## src/rtl/dram_axi_id_remap_pkg.sv

```systemverilog
// Shared widths, AXI channel structs and remap-table entry type for the DRAM AXI ID remapper.
package dram_axi_id_remap_pkg;

  localparam int SlvIdWidth   = 6;
  localparam int MstIdWidth   = 2;
  localparam int MaxTxnsPerId = 4;
  localparam int AddrWidth    = 32;
  localparam int DataWidth    = 64;
  localparam int UserWidth    = 1;

  function automatic int calc_cnt_width(input int max_txns);
    return $clog2(max_txns + 1);
  endfunction

  function automatic int calc_num_slots(input int id_width);
    return 1 << id_width;
  endfunction

  localparam int CntWidth = calc_cnt_width(MaxTxnsPerId);
  localparam int NumSlots = calc_num_slots(MstIdWidth);

  typedef struct packed {
    logic                  valid;
    logic [SlvIdWidth-1:0] wide_id;
    logic [CntWidth-1:0]   cnt;
  } slot_t;

  typedef enum logic {LockIdle, LockHold} lock_state_e;

  typedef struct packed {
    logic [SlvIdWidth-1:0] id;
    logic [AddrWidth-1:0]  addr;
    logic [7:0]            len;
    logic [2:0]            size;
    logic [1:0]            burst;
  } slv_ax_t;

  typedef struct packed {
    logic [MstIdWidth-1:0] id;
    logic [AddrWidth-1:0]  addr;
    logic [7:0]            len;
    logic [2:0]            size;
    logic [1:0]            burst;
  } mst_ax_t;

  typedef struct packed {
    logic [DataWidth-1:0]   data;
    logic [DataWidth/8-1:0] strb;
    logic                   last;
  } w_t;

  typedef struct packed {
    logic [SlvIdWidth-1:0] id;
    logic [1:0]            resp;
    logic [UserWidth-1:0]  user;
  } slv_b_t;

  typedef struct packed {
    logic [MstIdWidth-1:0] id;
    logic [1:0]            resp;
  } mst_b_t;

  typedef struct packed {
    logic [SlvIdWidth-1:0] id;
    logic [DataWidth-1:0]  data;
    logic [1:0]            resp;
    logic                  last;
    logic [UserWidth-1:0]  user;
  } slv_r_t;

  typedef struct packed {
    logic [MstIdWidth-1:0] id;
    logic [DataWidth-1:0]  data;
    logic [1:0]            resp;
    logic                  last;
  } mst_r_t;

  typedef struct packed {
    slv_ax_t aw;
    logic    aw_valid;
    w_t      w;
    logic    w_valid;
    logic    b_ready;
    slv_ax_t ar;
    logic    ar_valid;
    logic    r_ready;
  } slv_req_t;

  typedef struct packed {
    logic   aw_ready;
    logic   ar_ready;
    logic   w_ready;
    slv_b_t b;
    logic   b_valid;
    slv_r_t r;
    logic   r_valid;
  } slv_rsp_t;

  typedef struct packed {
    mst_ax_t aw;
    logic    aw_valid;
    w_t      w;
    logic    w_valid;
    logic    b_ready;
    mst_ax_t ar;
    logic    ar_valid;
    logic    r_ready;
  } mst_req_t;

  typedef struct packed {
    logic   aw_ready;
    logic   ar_ready;
    logic   w_ready;
    mst_b_t b;
    logic   b_valid;
    mst_r_t r;
    logic   r_valid;
  } mst_rsp_t;

endpackage

```

## src/rtl/dram_axi_id_table.sv

```systemverilog
// One direction's ID remap table: slot selection, outstanding counters and the
// IDLE/HOLD lock that keeps the narrow ID stable while the MIG back-pressures.
module dram_axi_id_table
  import dram_axi_id_remap_pkg::*;
(
  input  logic                  clk_i,
  input  logic                  rst_ni,
  input  logic                  req_valid,
  input  logic                  req_ready,
  input  logic [SlvIdWidth-1:0] req_id,
  output logic [MstIdWidth-1:0] slot,
  output logic                  ok,
  input  logic                  rel_valid,
  input  logic [MstIdWidth-1:0] rel_slot,
  output logic [SlvIdWidth-1:0] wide_id
);

  slot_t [NumSlots-1:0]  tbl_q, tbl_d;
  lock_state_e           state_q, state_d;
  logic [MstIdWidth-1:0] sel_q, sel_d, hit_idx, free_idx;
  logic                  hit, has_free, pick_ok, hold, acc;

  always_comb begin
    hit      = 1'b0;
    has_free = 1'b0;
    hit_idx  = '0;
    free_idx = '0;
    for (int i = 0; i < NumSlots; i++) begin
      if (!hit && tbl_q[i].valid && tbl_q[i].wide_id == req_id) begin
        hit     = 1'b1;
        hit_idx = MstIdWidth'(i);
      end
      if (!has_free && !tbl_q[i].valid) begin
        has_free = 1'b1;
        free_idx = MstIdWidth'(i);
      end
    end
  end

  assign hold    = (state_q == LockHold);
  assign pick_ok = hit ? (tbl_q[hit_idx].cnt < CntWidth'(MaxTxnsPerId)) : has_free;
  assign slot    = hold ? sel_q : (hit ? hit_idx : free_idx);
  // A held request was already granted its slot; nothing else can take it.
  assign ok      = rst_ni & (hold | pick_ok);
  assign acc     = req_valid & ok & req_ready;
  assign wide_id = tbl_q[rel_slot].wide_id;

  always_comb begin
    state_d = state_q;
    sel_d   = sel_q;
    case (state_q)
      LockIdle: if (req_valid && ok && !req_ready) begin
        state_d = LockHold;
        sel_d   = slot;
      end
      LockHold: if (req_valid && req_ready) state_d = LockIdle;
      default:  state_d = LockIdle;
    endcase
  end

  always_comb begin
    logic inc, dec;
    tbl_d = tbl_q;
    inc   = 1'b0;
    dec   = 1'b0;
    for (int i = 0; i < NumSlots; i++) begin
      inc = acc && (slot == MstIdWidth'(i));
      // Responses to an empty slot are protocol errors and leave the table alone.
      dec = rel_valid && (rel_slot == MstIdWidth'(i)) && tbl_q[i].valid;
      if (inc && !dec)      tbl_d[i].cnt = tbl_q[i].cnt + 1'b1;
      else if (!inc && dec) tbl_d[i].cnt = tbl_q[i].cnt - 1'b1;
      if (inc) begin
        tbl_d[i].valid   = 1'b1;
        tbl_d[i].wide_id = req_id;
      end else if (dec && tbl_q[i].cnt == CntWidth'(1) &&
                   !(hold && sel_q == MstIdWidth'(i))) begin
        tbl_d[i].valid = 1'b0;
      end
    end
  end

  always_ff @(posedge clk_i or negedge rst_ni) begin
    if (!rst_ni) begin
      tbl_q   <= '0;
      state_q <= LockIdle;
      sel_q   <= '0;
    end else begin
      tbl_q   <= tbl_d;
      state_q <= state_d;
      sel_q   <= sel_d;
    end
  end

  rel_on_valid_slot: assert property (@(posedge clk_i) disable iff (!rst_ni)
    rel_valid |-> tbl_q[rel_slot].valid);

endmodule

```

## src/rtl/dram_axi_id_remap.sv

```systemverilog
// AXI4 ID remapper in front of the MIG: wide upstream IDs are compressed into the
// narrow MIG ID space per direction and restored on B/R, with zero added latency.
module dram_axi_id_remap
  import dram_axi_id_remap_pkg::*;
(
  input  logic     clk_i,
  input  logic     rst_ni,
  input  slv_req_t slv_req_i,
  output slv_rsp_t slv_rsp_o,
  output mst_req_t mst_req_o,
  input  mst_rsp_t mst_rsp_i
);

  logic [MstIdWidth-1:0] aw_slot, ar_slot;
  logic                  aw_ok, ar_ok, b_rel, r_rel;
  logic [SlvIdWidth-1:0] b_wide_id, r_wide_id;

  assign b_rel = mst_rsp_i.b_valid & slv_req_i.b_ready;
  assign r_rel = mst_rsp_i.r_valid & slv_req_i.r_ready & mst_rsp_i.r.last;

  dram_axi_id_table i_wr_table (
    .clk_i     (clk_i),
    .rst_ni    (rst_ni),
    .req_valid (slv_req_i.aw_valid),
    .req_ready (mst_rsp_i.aw_ready),
    .req_id    (slv_req_i.aw.id),
    .slot      (aw_slot),
    .ok        (aw_ok),
    .rel_valid (b_rel),
    .rel_slot  (mst_rsp_i.b.id),
    .wide_id   (b_wide_id)
  );

  dram_axi_id_table i_rd_table (
    .clk_i     (clk_i),
    .rst_ni    (rst_ni),
    .req_valid (slv_req_i.ar_valid),
    .req_ready (mst_rsp_i.ar_ready),
    .req_id    (slv_req_i.ar.id),
    .slot      (ar_slot),
    .ok        (ar_ok),
    .rel_valid (r_rel),
    .rel_slot  (mst_rsp_i.r.id),
    .wide_id   (r_wide_id)
  );

  always_comb begin
    mst_req_o.aw       = '{id: aw_slot, addr: slv_req_i.aw.addr, len: slv_req_i.aw.len,
                           size: slv_req_i.aw.size, burst: slv_req_i.aw.burst};
    mst_req_o.aw_valid = slv_req_i.aw_valid & aw_ok;
    mst_req_o.w        = slv_req_i.w;
    mst_req_o.w_valid  = slv_req_i.w_valid & rst_ni;
    mst_req_o.b_ready  = slv_req_i.b_ready;
    mst_req_o.ar       = '{id: ar_slot, addr: slv_req_i.ar.addr, len: slv_req_i.ar.len,
                           size: slv_req_i.ar.size, burst: slv_req_i.ar.burst};
    mst_req_o.ar_valid = slv_req_i.ar_valid & ar_ok;
    mst_req_o.r_ready  = slv_req_i.r_ready;
  end

  always_comb begin
    slv_rsp_o.aw_ready = mst_rsp_i.aw_ready & aw_ok;
    slv_rsp_o.ar_ready = mst_rsp_i.ar_ready & ar_ok;
    slv_rsp_o.w_ready  = mst_rsp_i.w_ready;
    slv_rsp_o.b        = '{id: b_wide_id, resp: mst_rsp_i.b.resp, user: '0};
    slv_rsp_o.b_valid  = mst_rsp_i.b_valid;
    slv_rsp_o.r        = '{id: r_wide_id, data: mst_rsp_i.r.data, resp: mst_rsp_i.r.resp,
                           last: mst_rsp_i.r.last, user: '0};
    slv_rsp_o.r_valid  = mst_rsp_i.r_valid;
  end

endmodule

```

## config.mk

```make
export PLATFORM = sky130hd
export DESIGN_NAME = dram_axi_id_remap
export DESIGN_NICKNAME = d
export VERILOG_FILES = /design/src/rtl/dram_axi_id_remap_pkg.sv /design/src/rtl/dram_axi_id_table.sv /design/src/rtl/dram_axi_id_remap.sv
export SDC_FILE = /design/constraint.sdc
export NUM_CORES = 1
export LEC_CHECK = 0
export BUFFER_PORTS_ARGS = -buffer_cell sky130_fd_sc_hd__buf_2
export CAP_MARGIN = 20
export CORE_AREA = 2 2 201 203
export DETAILED_ROUTE_END_ITERATION = 8
export DIE_AREA = 0 0 203 205
export HOLD_SLACK_MARGIN = 0.1
export PLACE_DENSITY = 0.4
export SYNTH_ARGS = -nofsm -noshare
export SYNTH_HDL_FRONTEND = slang
export SYNTH_SLANG_ARGS = --single-unit
```

## constraint.sdc

```tcl
create_clock -name clk_i -period 3.7 [get_ports clk_i]
set_input_delay 0.37 -clock clk_i [delete_from_list [all_inputs] [get_ports clk_i]]
set_output_delay 0.37 -clock clk_i [all_outputs]
set_load 0.05 [all_outputs]
```

==> impl_summary.log, run 1 <==
[metrics] number of antenna violations at the first check in global routing: 2
[metrics] launching element type of the critical path: flip-flop
[metrics] cells along the critical path: xnor2_1, nand4_1, nor4_4, nor4_1, or4_4, a21o_1, and3_1, buf_2
[metrics] slew at the pin closest to its max-slew limit: 0.694 ns
[metrics] maximum number of pins on one net before global-route repair: 51
[metrics] die outline area: 41600 µm²
[metrics] clock insertion delay at the later pin of the skew report: 0.35 ns
[metrics] Unique masters post-synth: 56
[metrics] number of hold-slack violations in the final timing report: 0
[metrics] Clk pin slew, worst setup/hold paths: 0.07 ns
[metrics] Peak supply drop: 346 µV
[metrics] length of routed wiring on met1: 7700 µm
[metrics] die width: 203 µm
[metrics] worst min-delay path category: input pin to flip-flop
[metrics] count of vias placed by the detailed router: 4081
[metrics] Slew Limit Fails: 0
[metrics] vias in the first global route: 4224
[metrics] site row count: 73
[metrics] origin of the critical flop-to-flop path: i_rd_table.tbl_q[27]
[metrics] reg2reg path depth: 12
[metrics] Int Power: 3.02 mW
[metrics] Worst EP required: 3.33 ns
[metrics] clock power share: 19.9%
[metrics] H-Tree Depth: 3
[metrics] synthesized area per cell: 10.0 µm²
[metrics] maximum clock skew at final layout: 0.0109 ns
[metrics] max-cap violation count: 0
[metrics] RePlAce Congestion: 0.743
[metrics] routed length on met2: 11700 µm
[metrics] most common cell after layout, fill and taps aside: dfrtp_1
[metrics] Hold Crit Start: slv_req_i[128]
[metrics] number of vias per cell: 3.84
[metrics] setup TNS: 0 ns
[metrics] part of the cycle the worst path needs: 83.6%
[metrics] WP buf/inv: 1
[metrics] count of input and output buffers: 53
[metrics] Sinks on Clock Net: 86
[metrics] post-synthesis cell count: 715
[metrics] half-perimeter wire length of the detailed placement result: 22100 µm
[metrics] unrepaired setup endpoints after global routing: false
[metrics] Clock Root Buffer: clkbuf_16
[metrics] ratio of cells with drive above 1 in the final layout: 28.3%
[metrics] synthesis-stage register bit count: 86
[metrics] delay of the slowest critical-path stage: 0.52 ns
[metrics] maximum fanout encountered on the critical timing path: 6
[metrics] Crit. End Element: primary output
[metrics] Crit path max-delay family: simple AND/OR/NAND/NOR gates
[metrics] status: complete, no violations
[metrics] number of post-CTS setup repair buffers: 0
[metrics] sequential share of power: 35.6%
[metrics] final critical path time including I/O delays and setup: 3.09 ns
[metrics] r2r setup slk: 0.68 ns
[metrics] leading cell types by total area after synthesis: dfrtp_1 30%, buf_4 25%, mux2_2 6.9%, xnor2_1 6.0%, ha_1 5.6%
[metrics] maximum root-to-sink buffer count: 2
[metrics] relative max-transition margin: 53.7%
[metrics] Layout fillers: 4373
[metrics] power density over the cells: 797 nW/µm²
[metrics] total wire length: 26400 µm
[metrics] floorplan die height: 205 µm
[metrics] initial DRC count: 198
[metrics] Yosys Warn Count: 0
[metrics] GRT overflow: 0
[metrics] Setup violations, final: 0
[metrics] count of boundary I/O pins: 520
[metrics] first-pass GRT wire length: 35500 µm
[metrics] switching share of total power: 42.3%
[metrics] GRT Overall Usage: 12.3%
[metrics] Min Hold Slack: 0.296 ns
[metrics] Max Clk Rate: 323 MHz
[metrics] synthesized area: 7160 µm²
[metrics] Remaining DRCs: 0
[metrics] post-route antenna net violation count: 0
[metrics] leakage power summed over all cells: 2.77 nW
[metrics] cell with the largest stage delay on the worst path: or4_4
[metrics] commonest cells after routing, fill and taps aside: 86 x dfrtp_1, 52 x buf_2, 49 x xnor2_1
[metrics] final core utilization: 16.7%
[metrics] ys async rst share: 100%
[metrics] part of the Yosys area used for sequential elements: 30.1%
[metrics] largest area contributor in the netlist: dfrtp_1
[metrics] commonest register cell after synthesis: dfrtp_1
[metrics] setup slack at placement: 0.513 ns
[metrics] area growth from synthesis to layout: -8.16%
[metrics] net switching power of the design: 2.22 mW
[metrics] area share of the largest cell type after synthesis: 30.1%
[metrics] Worst Hold Depth: 2
[metrics] Data arrival, critical path: 2.72 ns
[metrics] net total in the final layout: 824
[metrics] Setup crit start: i_wr_table.tbl_q[16]
[metrics] Comb pwr share: 44.5%
[metrics] end of the worst register-to-register path: i_rd_table.tbl_q[22]
[metrics] TritonRoute pass-1 iters: 4
[metrics] EDFF count, synth: 0
[metrics] kind of critical path: flip-flop to primary output
[metrics] standard cell core area: 39400 µm²
[metrics] clock tree from TritonCTS: built
[metrics] average routed wire per standard cell: 24.8 µm
[metrics] Worst Slack Setup Final: 0.606 ns
[metrics] clock buffer count from CTS: 9
[metrics] top sig layer: met5
[metrics] met3 wire len: 6430 µm
[metrics] hold worst-path end: i_wr_table.hold
[metrics] Starting Density: 18.2%
## repair_timing
action,in CTS,in global routing
endpoints found under the hold margin,9,0
gates resized for setup,0,0
hold buffers,1,0
## cell type report
class | count | area [µm²] | area share [%]
Antenna cell | 1 | 2.50 | 0.0381
Clock buffer | 12 | 256 | 3.90
Clock inverter | 4 | 77.6 | 1.18
Inverter | 36 | 135 | 2.06
Multi-Input combinational cell | 336 | 2950 | 44.8
Sequential cell | 86 | 2150 | 32.7
Tap cell | 525 | 657 | 9.99
Timing Repair Buffer | 63 | 345 | 5.25
## sequential cells by signal, indices dropped and copies added, names as in the netlist
| signal | count |
|---|---|
| i_wr_table.tbl_q | 40 |
| i_rd_table.tbl_q | 40 |
| i_rd_table.sel_q | 2 |
| i_rd_table.hold | 1 |
| i_wr_table.sel_q | 2 |
| i_wr_table.hold | 1 |
## per-stage QoR
stage / total power, mW / std cells / area [µm²]
finish: 5.24 / 1063 / 6570
floorplan: 4.27 / 716 / 7160
detailed placement: 4.25 / 1045 / 6230
global placement: 4.25 / 1045 / 6230
global route: 5.63 / 1062 / 6570
CTS: 5.34 / 1062 / 6570
## how the worst max path moves through the flow
stage          slack, ns  cells past startpoint              endpoint
2_1_floorplan       0.12                     11   i_wr_table.tbl_q[2]
3_3_place_gp        0.53                     13  i_rd_table.tbl_q[22]
3_5_place_dp        0.51                     13  i_rd_table.tbl_q[22]
4_1_cts             0.60                      8         slv_rsp_o[87]
5_1_grt             0.38                     12  i_rd_table.tbl_q[22]
6_report            0.61                      8         slv_rsp_o[87]
## layer usage
layer | up-vias | GRT usage (%)
li1 | 1764 | -
met1 | 1898 | 10.4
met2 | 367 | 18.8
met3 | 50 | 14.0
met4 | 2 | 3.23
met5 | - | 1.31
## cells by family (layout without fill, tap and decap cells)
kind of cell / after synthesis / count (layout) / synth area share, %
AO/OA/AOI/OAI: 39 / 39 / 3.65
other: 1 / 3 / 0.0524
AND/OR/NAND/NOR: 118 / 118 / 9.49
adder cells (fa/ha/maj): 32 / 32 / 5.59
XOR/XNOR: 72 / 72 / 8.81
buffers and inverters: 294 / 115 / 28.8
flip-flops: 86 / 86 / 30.1
multiplexers: 73 / 73 / 13.5
## power groups by stage
stage / combinational (mW) / sequential, mW / clock (mW)
after global placement: 2.37 / 1.88 / 0
after detailed placement: 2.37 / 1.88 / 0
after floorplan: 2.56 / 1.72 / 0
final: 2.33 / 1.87 / 1.04
after CTS: 2.39 / 1.87 / 1.09
after global routing: 2.57 / 1.94 / 1.12
## cells in the mapped netlist, types with 10 or more instances
library cell  number
mux2i_1           10
buf_4            239
mux2_2            44
ha_1              32
nand3_1           16
nor2_1            20
nand4_1           11
xor2_1            23
dfrtp_1           86
mux4_2            12
nand2_1           28
o21ai_0           19
xnor2_1           49
inv_1             36
No activity file was read; power rests on OpenSTA's default activity.
==> run 2, diff against run 1 <==
Clock period 3.7 ns to 2.9 ns, I/O delays scaled along.
==> run 2 against run 1 <==
  * The run now ends with setup timing left
  * Clock skew decreased by 0.0058 ns
  * Final cell count increased by 2.5%
  * Cell area increased by 8.1%
  * Highest routed layer unchanged
  * Power increased by 36%
  * Sequential share of layout area decreased by 2.5 points
  * Critical path type unchanged
  * First-iteration DRC count decreased by 8.6%
  * Clock power increased by 23%
  * Sequential power increased by 26%
  * Combinational power increased by 51%
  * Global-route usage increased by 0.40 points
  * Wire length increased by 2.9%
  * Critical path depth increased by 1
==> impl_summary.log, run 2 (synthesized netlist as in run 1, its figures left out) <==
[metrics] status: complete, but fails checks
[metrics] violated checks: setup timing
[metrics] Non-Filler Instances: 1090
[metrics] relative max-transition margin: 63.7%
[metrics] H-Tree Depth: 3
[metrics] largest registers ranked by flip-flop count: i_rd_table.tbl_q (40), i_wr_table.tbl_q (40)
[metrics] Worst EP required: 2.61 ns
[metrics] Peak supply drop: 402 µV
[metrics] number of hold-slack violations in the final timing report: 0
[metrics] count of input and output buffers: 53
[metrics] Slew Limit Fails: 0
[metrics] most common cell after layout, fill and taps aside: dfrtp_1
[metrics] post-route antenna net violation count: 0
[metrics] die outline area: 41600 µm²
[metrics] floorplan die height: 205 µm
[metrics] final critical path time including I/O delays and setup: 2.98 ns
[metrics] number of vias per cell: 3.84
[metrics] leakage power summed over all cells: 3.00 nW
[metrics] Max Clk Rate: 336 MHz
[metrics] Crit. End Element: primary output
[metrics] n_diodes: 0
[metrics] standard cell core area: 39400 µm²
[metrics] TritonRoute pass-1 iters: 4
[metrics] Clk pin slew, worst setup/hold paths: 0.06 ns
[metrics] Clock Root Buffer: clkbuf_16
[metrics] Remaining DRCs: 0
[metrics] site row count: 73
[metrics] average routed wire per standard cell: 24.9 µm
[metrics] clock buffer count from CTS: 9
[metrics] die width: 203 µm
[metrics] power density over the cells: 1010 nW/µm²
[metrics] net total in the final layout: 852
[metrics] launching element type of the critical path: flip-flop
[metrics] count of boundary I/O pins: 520
[metrics] dpl cell area: 6440 µm²
[metrics] commonest cells after routing, fill and taps aside: 86 x dfrtp_1, 48 x buf_2, 43 x mux2_2
[metrics] maximum root-to-sink buffer count: 2
[metrics] maximum number of pins on one net before global-route repair: 37
[metrics] initial DRC count: 181
[metrics] ratio of cells with drive above 1 in the final layout: 38.6%
[metrics] setup slack at placement: -0.00916 ns
[metrics] max-cap violation count: 0
[metrics] clock insertion delay at the later pin of the skew report: 0.36 ns
[metrics] Starting Density: 18.2%
[metrics] setup TNS: -0.165 ns
[metrics] clock tree from TritonCTS: built
[metrics] final instance area: 7110 µm²
[metrics] Worst Slack Setup Final: -0.0752 ns
[metrics] maximum clock skew at final layout: 0.00503 ns
[metrics] unrepaired setup endpoints after global routing: true
[metrics] total wire length: 27100 µm
[metrics] maximum fanout encountered on the critical timing path: 4
[metrics] Layout fillers: 4325
[metrics] Setup violations, final: 3
[metrics] count of vias placed by the detailed router: 4189
[metrics] Data arrival, critical path: 2.69 ns
[metrics] first-pass GRT wire length: 36200 µm
[metrics] total chip power: 7.15 mW
[metrics] GRT Overall Usage: 12.7%
[metrics] Sinks on Clock Net: 86
[metrics] RePlAce Congestion: 0.753
[metrics] Placed Instances: 1065
[metrics] kind of critical path: flip-flop to primary output
[metrics] half-perimeter wire length of the detailed placement result: 22700 µm
[metrics] Min Hold Slack: 0.236 ns
[metrics] final core utilization: 18.1%
[metrics] vias in the first global route: 4371
[metrics] worst min-delay path category: input pin to flip-flop
[metrics] area growth from synthesis to layout: -0.682%
[metrics] number of antenna violations at the first check in global routing: 2
[metrics] slew at the pin closest to its max-slew limit: 0.541 ns
[metrics] part of the cycle the worst path needs: 103%
[metrics] GRT overflow: 0
==> run 2: layout make-up <==
cell class	instances	area, µm²	area share, %
Multi-Input combinational cell	336	3220	45.3
Sequential cell	86	2150	30.3
Tap cell	525	657	9.24
Timing Repair Buffer	91	624	8.78
Clock buffer	12	246	3.47
Inverter	36	135	1.90
Clock inverter	4	70.1	0.986
==> run 2: worst max-delay path, cell delays in order (launching register included) <==
cell	delay (ns)
dfrtp_1	0.42
xnor2_2	0.19
nand4_1	0.16
nor4_4	0.33
nor3b_2	0.08
or4_4	0.49
a21o_4	0.23
buf_6	0.12
and3_4	0.17
buf_8	0.14
==> run 2: layer usage <==
layer	global-route usage (%)	share of wire (%)	wire, µm
met2	19.7	46	12500
met3	14.6	24	6510
met5	4.05	0.71	192
met1	10.1	27	7440
met4	3.39	2.0	548
==> run 2: path summary, 6_finish.rpt <==
check                                     start                   end  slack, ns  cells after the start
min                               mst_rsp_i[77]       i_wr_table.hold       0.24                      2
min reg2reg                i_wr_table.tbl_q[31]  i_wr_table.tbl_q[31]       0.51                      2
max in group asynchronous                rst_ni   i_rd_table.tbl_q[8]       1.85                      3
max reg2reg                 i_wr_table.tbl_q[6]  i_wr_table.tbl_q[32]      -0.02                     12
max                         i_wr_table.tbl_q[6]         slv_rsp_o[87]      -0.08                      9
min in group asynchronous                rst_ni  i_rd_table.tbl_q[22]       0.63                      3
==> run 2: what timing repair did <==
item | 4_1_cts | 5_1_grt
resized for setup | 31 | 28
pin swaps | 8 | 17
setup endpoints to repair | 4 | 40
buffers inserted | 3 | 5
endpoints found under the hold margin | 30 | 0
hold buffers | 1 | 0
==> run 2: report_power, final <==
group,internal [mW],switching (mW)
clock,0.777,0.502
sequential,1.76,0.582
combinational,1.64,1.89
==> run 3, diff against run 2 <==
Settings changed: SKIP_LAST_GASP from default to 1.
==> run 3 against run 2 <==
  * The run still ends with setup timing left
  * Non-clock buffer count unchanged
  * Via count is 0.17% higher
  * Clock power about the same
  * First-iteration DRC count is 16% lower
  * Worst setup slack got worse by 0.0061 ns
  * Critical path type unchanged
  * Largest power group unchanged
  * Cell area down 0.84%
  * Final cell count is the same
  * Register-to-register slack hardly changed
  * Critical path depth unchanged
  * Highest routed layer unchanged
  * Critical endpoint unchanged
  * Sequential share of layout area rose by 0.26 points
  * Maximum frequency fell by 0.20%
  * Global-route usage is essentially flat
==> impl_summary.log, run 3 (synthesized netlist as in run 1, its figures left out) <==
[metrics] GRT overflow: 0
[metrics] TritonRoute pass-1 iters: 4
[metrics] Worst EP required: 2.61 ns
[metrics] Setup violations, final: 4
[metrics] final critical path time including I/O delays and setup: 2.98 ns
[metrics] total wire length: 27100 µm
[metrics] clock insertion delay at the later pin of the skew report: 0.35 ns
[metrics] GRT Overall Usage: 12.7%
[metrics] max-cap violation count: 0
[metrics] power density over the cells: 1010 nW/µm²
[metrics] number of vias per cell: 3.85
[metrics] Crit. End Element: primary output
[metrics] maximum clock skew at final layout: 0.00513 ns
[metrics] setup TNS: -0.210 ns
[metrics] number of antenna violations at the first check in global routing: 2
[metrics] standard cell core area: 39400 µm²
[metrics] count of vias placed by the detailed router: 4196
[metrics] unrepaired setup endpoints after global routing: true
[metrics] Remaining DRCs: 0
[metrics] launching element type of the critical path: flip-flop
[metrics] area growth from synthesis to layout: -1.52%
[metrics] Min Hold Slack: 0.236 ns
[metrics] relative max-transition margin: 64.2%
[metrics] clock buffer count from CTS: 9
[metrics] commonest cells after routing, fill and taps aside: 86 x dfrtp_1, 48 x buf_2, 44 x mux2_2
[metrics] maximum fanout encountered on the critical timing path: 4
[metrics] hold worst-path end: i_wr_table.hold
[metrics] Starting Density: 18.2%
[metrics] maximum root-to-sink buffer count: 2
[metrics] n_diodes: 0
[metrics] H-Tree Depth: 3
[metrics] Slew Limit Fails: 0
[metrics] Clk pin slew, worst setup/hold paths: 0.06 ns
[metrics] RePlAce Congestion: 0.753
[metrics] number of hold-slack violations in the final timing report: 0
[metrics] violated checks: setup timing
[metrics] initial DRC count: 152
[metrics] most common cell after layout, fill and taps aside: dfrtp_1
[metrics] origin of the critical flop-to-flop path: i_wr_table.tbl_q[6]
[metrics] reg2reg path depth: 12
[metrics] site row count: 73
[metrics] count of boundary I/O pins: 520
[metrics] slew at the pin closest to its max-slew limit: 0.534 ns
[metrics] clock tree from TritonCTS: built
[metrics] net total in the final layout: 852
[metrics] status: complete, but fails checks
[metrics] Data arrival, critical path: 2.69 ns
[metrics] die width: 203 µm
[metrics] leakage power summed over all cells: 2.99 nW
[metrics] Sinks on Clock Net: 86
[metrics] first-pass GRT wire length: 36100 µm
[metrics] Worst Hold Depth: 2
[metrics] Worst Slack Setup Final: -0.0813 ns
[metrics] Clock Root Buffer: clkbuf_16
[metrics] floorplan die height: 205 µm
[metrics] Layout fillers: 4332
[metrics] Peak supply drop: 402 µV
[metrics] maximum number of pins on one net before global-route repair: 37
[metrics] largest registers ranked by flip-flop count: i_rd_table.tbl_q (40), i_wr_table.tbl_q (40)
[metrics] post-route antenna net violation count: 0
[metrics] average routed wire per standard cell: 24.9 µm
[metrics] count of input and output buffers: 53
[metrics] vias in the first global route: 4347
[metrics] worst min-delay path category: input pin to flip-flop
[metrics] Hold Crit Start: mst_rsp_i[77]
[metrics] half-perimeter wire length of the detailed placement result: 22700 µm
[metrics] end of the worst register-to-register path: i_wr_table.tbl_q[32]
[metrics] ratio of cells with drive above 1 in the final layout: 37.5%
[metrics] part of the cycle the worst path needs: 103%
[metrics] Max Clk Rate: 335 MHz
[metrics] die outline area: 41600 µm²
[metrics] r2r setup slk: -0.03 ns
[metrics] kind of critical path: flip-flop to primary output
[run 3: per-layer routing]
metal / GRT usage (%) / part of all wire [%] / up-vias
met5: 4.05 / 0.71 / -
met4: 3.39 / 2.0 / 4
met3: 14.6 / 24 / 55
met2: 19.6 / 46 / 402
met1: 10.1 / 27 / 1919
li1: - / - / 1816
[run 3: layout make-up]
class                           instances  area [µm²]  area share [%]
Clock inverter                          4        70.1           0.994
Tap cell                              525         657            9.32
Clock buffer                           12         246            3.50
Inverter                               36         135            1.92
Timing Repair Buffer                   91         608            8.63
Sequential cell                        86        2150            30.5
Multi-Input combinational cell        336        3180            45.1
[run 3: per-stage QoR]
| step | util (%) | std cells | power (mW) | cell area, µm² | worst slack (ns) |
|---|---|---|---|---|---|
| global route | 17.9 | 1090 | 7.63 | 7050 | -0.192 |
| floorplan | - | 716 | 5.54 | 7240 | 0.00274 |
| CTS | 17.5 | 1085 | 7.08 | 6890 | -0.176 |
| global placement | 16.4 | 1065 | 5.68 | 6440 | -0.00119 |
| finish | 17.9 | 1090 | 7.10 | 7050 | -0.0813 |
| detailed placement | 16.4 | 1065 | 5.66 | 6440 | -0.00916 |
[run 3: where the power goes]
part | leakage (nW) | switching (mW) | internal (mW) | total (mW)
Clock | 0.157 | 0.500 | 0.777 | 1.28
Sequential | 1.04 | 0.580 | 1.76 | 2.35
Combinational | 1.79 | 1.87 | 1.61 | 3.47
Total | 2.99 | 2.95 | 4.15 | 7.10
[run 3: how the worst max path moves through the flow]
stage / slack (ns) / depth (start not counted) / end / startpoint
after detailed placement: -0.009 / 12 / i_wr_table.tbl_q[32] / slv_req_i[175]
after global placement: -0.001 / 11 / i_wr_table.tbl_q[32] / slv_req_i[177]
after CTS: -0.18 / 9 / slv_rsp_o[87] / i_wr_table.tbl_q[16]
after global routing: -0.19 / 13 / i_wr_table.tbl_q[22] / i_wr_table.tbl_q[24]
final: -0.08 / 9 / slv_rsp_o[87] / i_wr_table.tbl_q[6]
after floorplan: 0.003 / 12 / i_rd_table.tbl_q[32] / slv_req_i[51]
[run 3: worst max-delay path, stage by stage, from the launching register on]
cell and delay [ns]:
dfrtp_1 0.42, xnor2_2 0.19, nand4_1 0.16, nor4_4 0.33, nor3b_2 0.08, or4_4 0.49
a21o_4 0.22, buf_6 0.12, and3_4 0.17, buf_8 0.14
[run 3: repair_timing]
action | 4_1_cts | 5_1_grt
pin swaps | 6 | 15
gates resized for setup | 19 | 24
gates cloned | 0 | 0
endpoints found under the hold margin | 30 | 0
hold buffers | 1 | 0
setup buffers | 3 | 5
endpoints found under the setup margin | 4 | 42
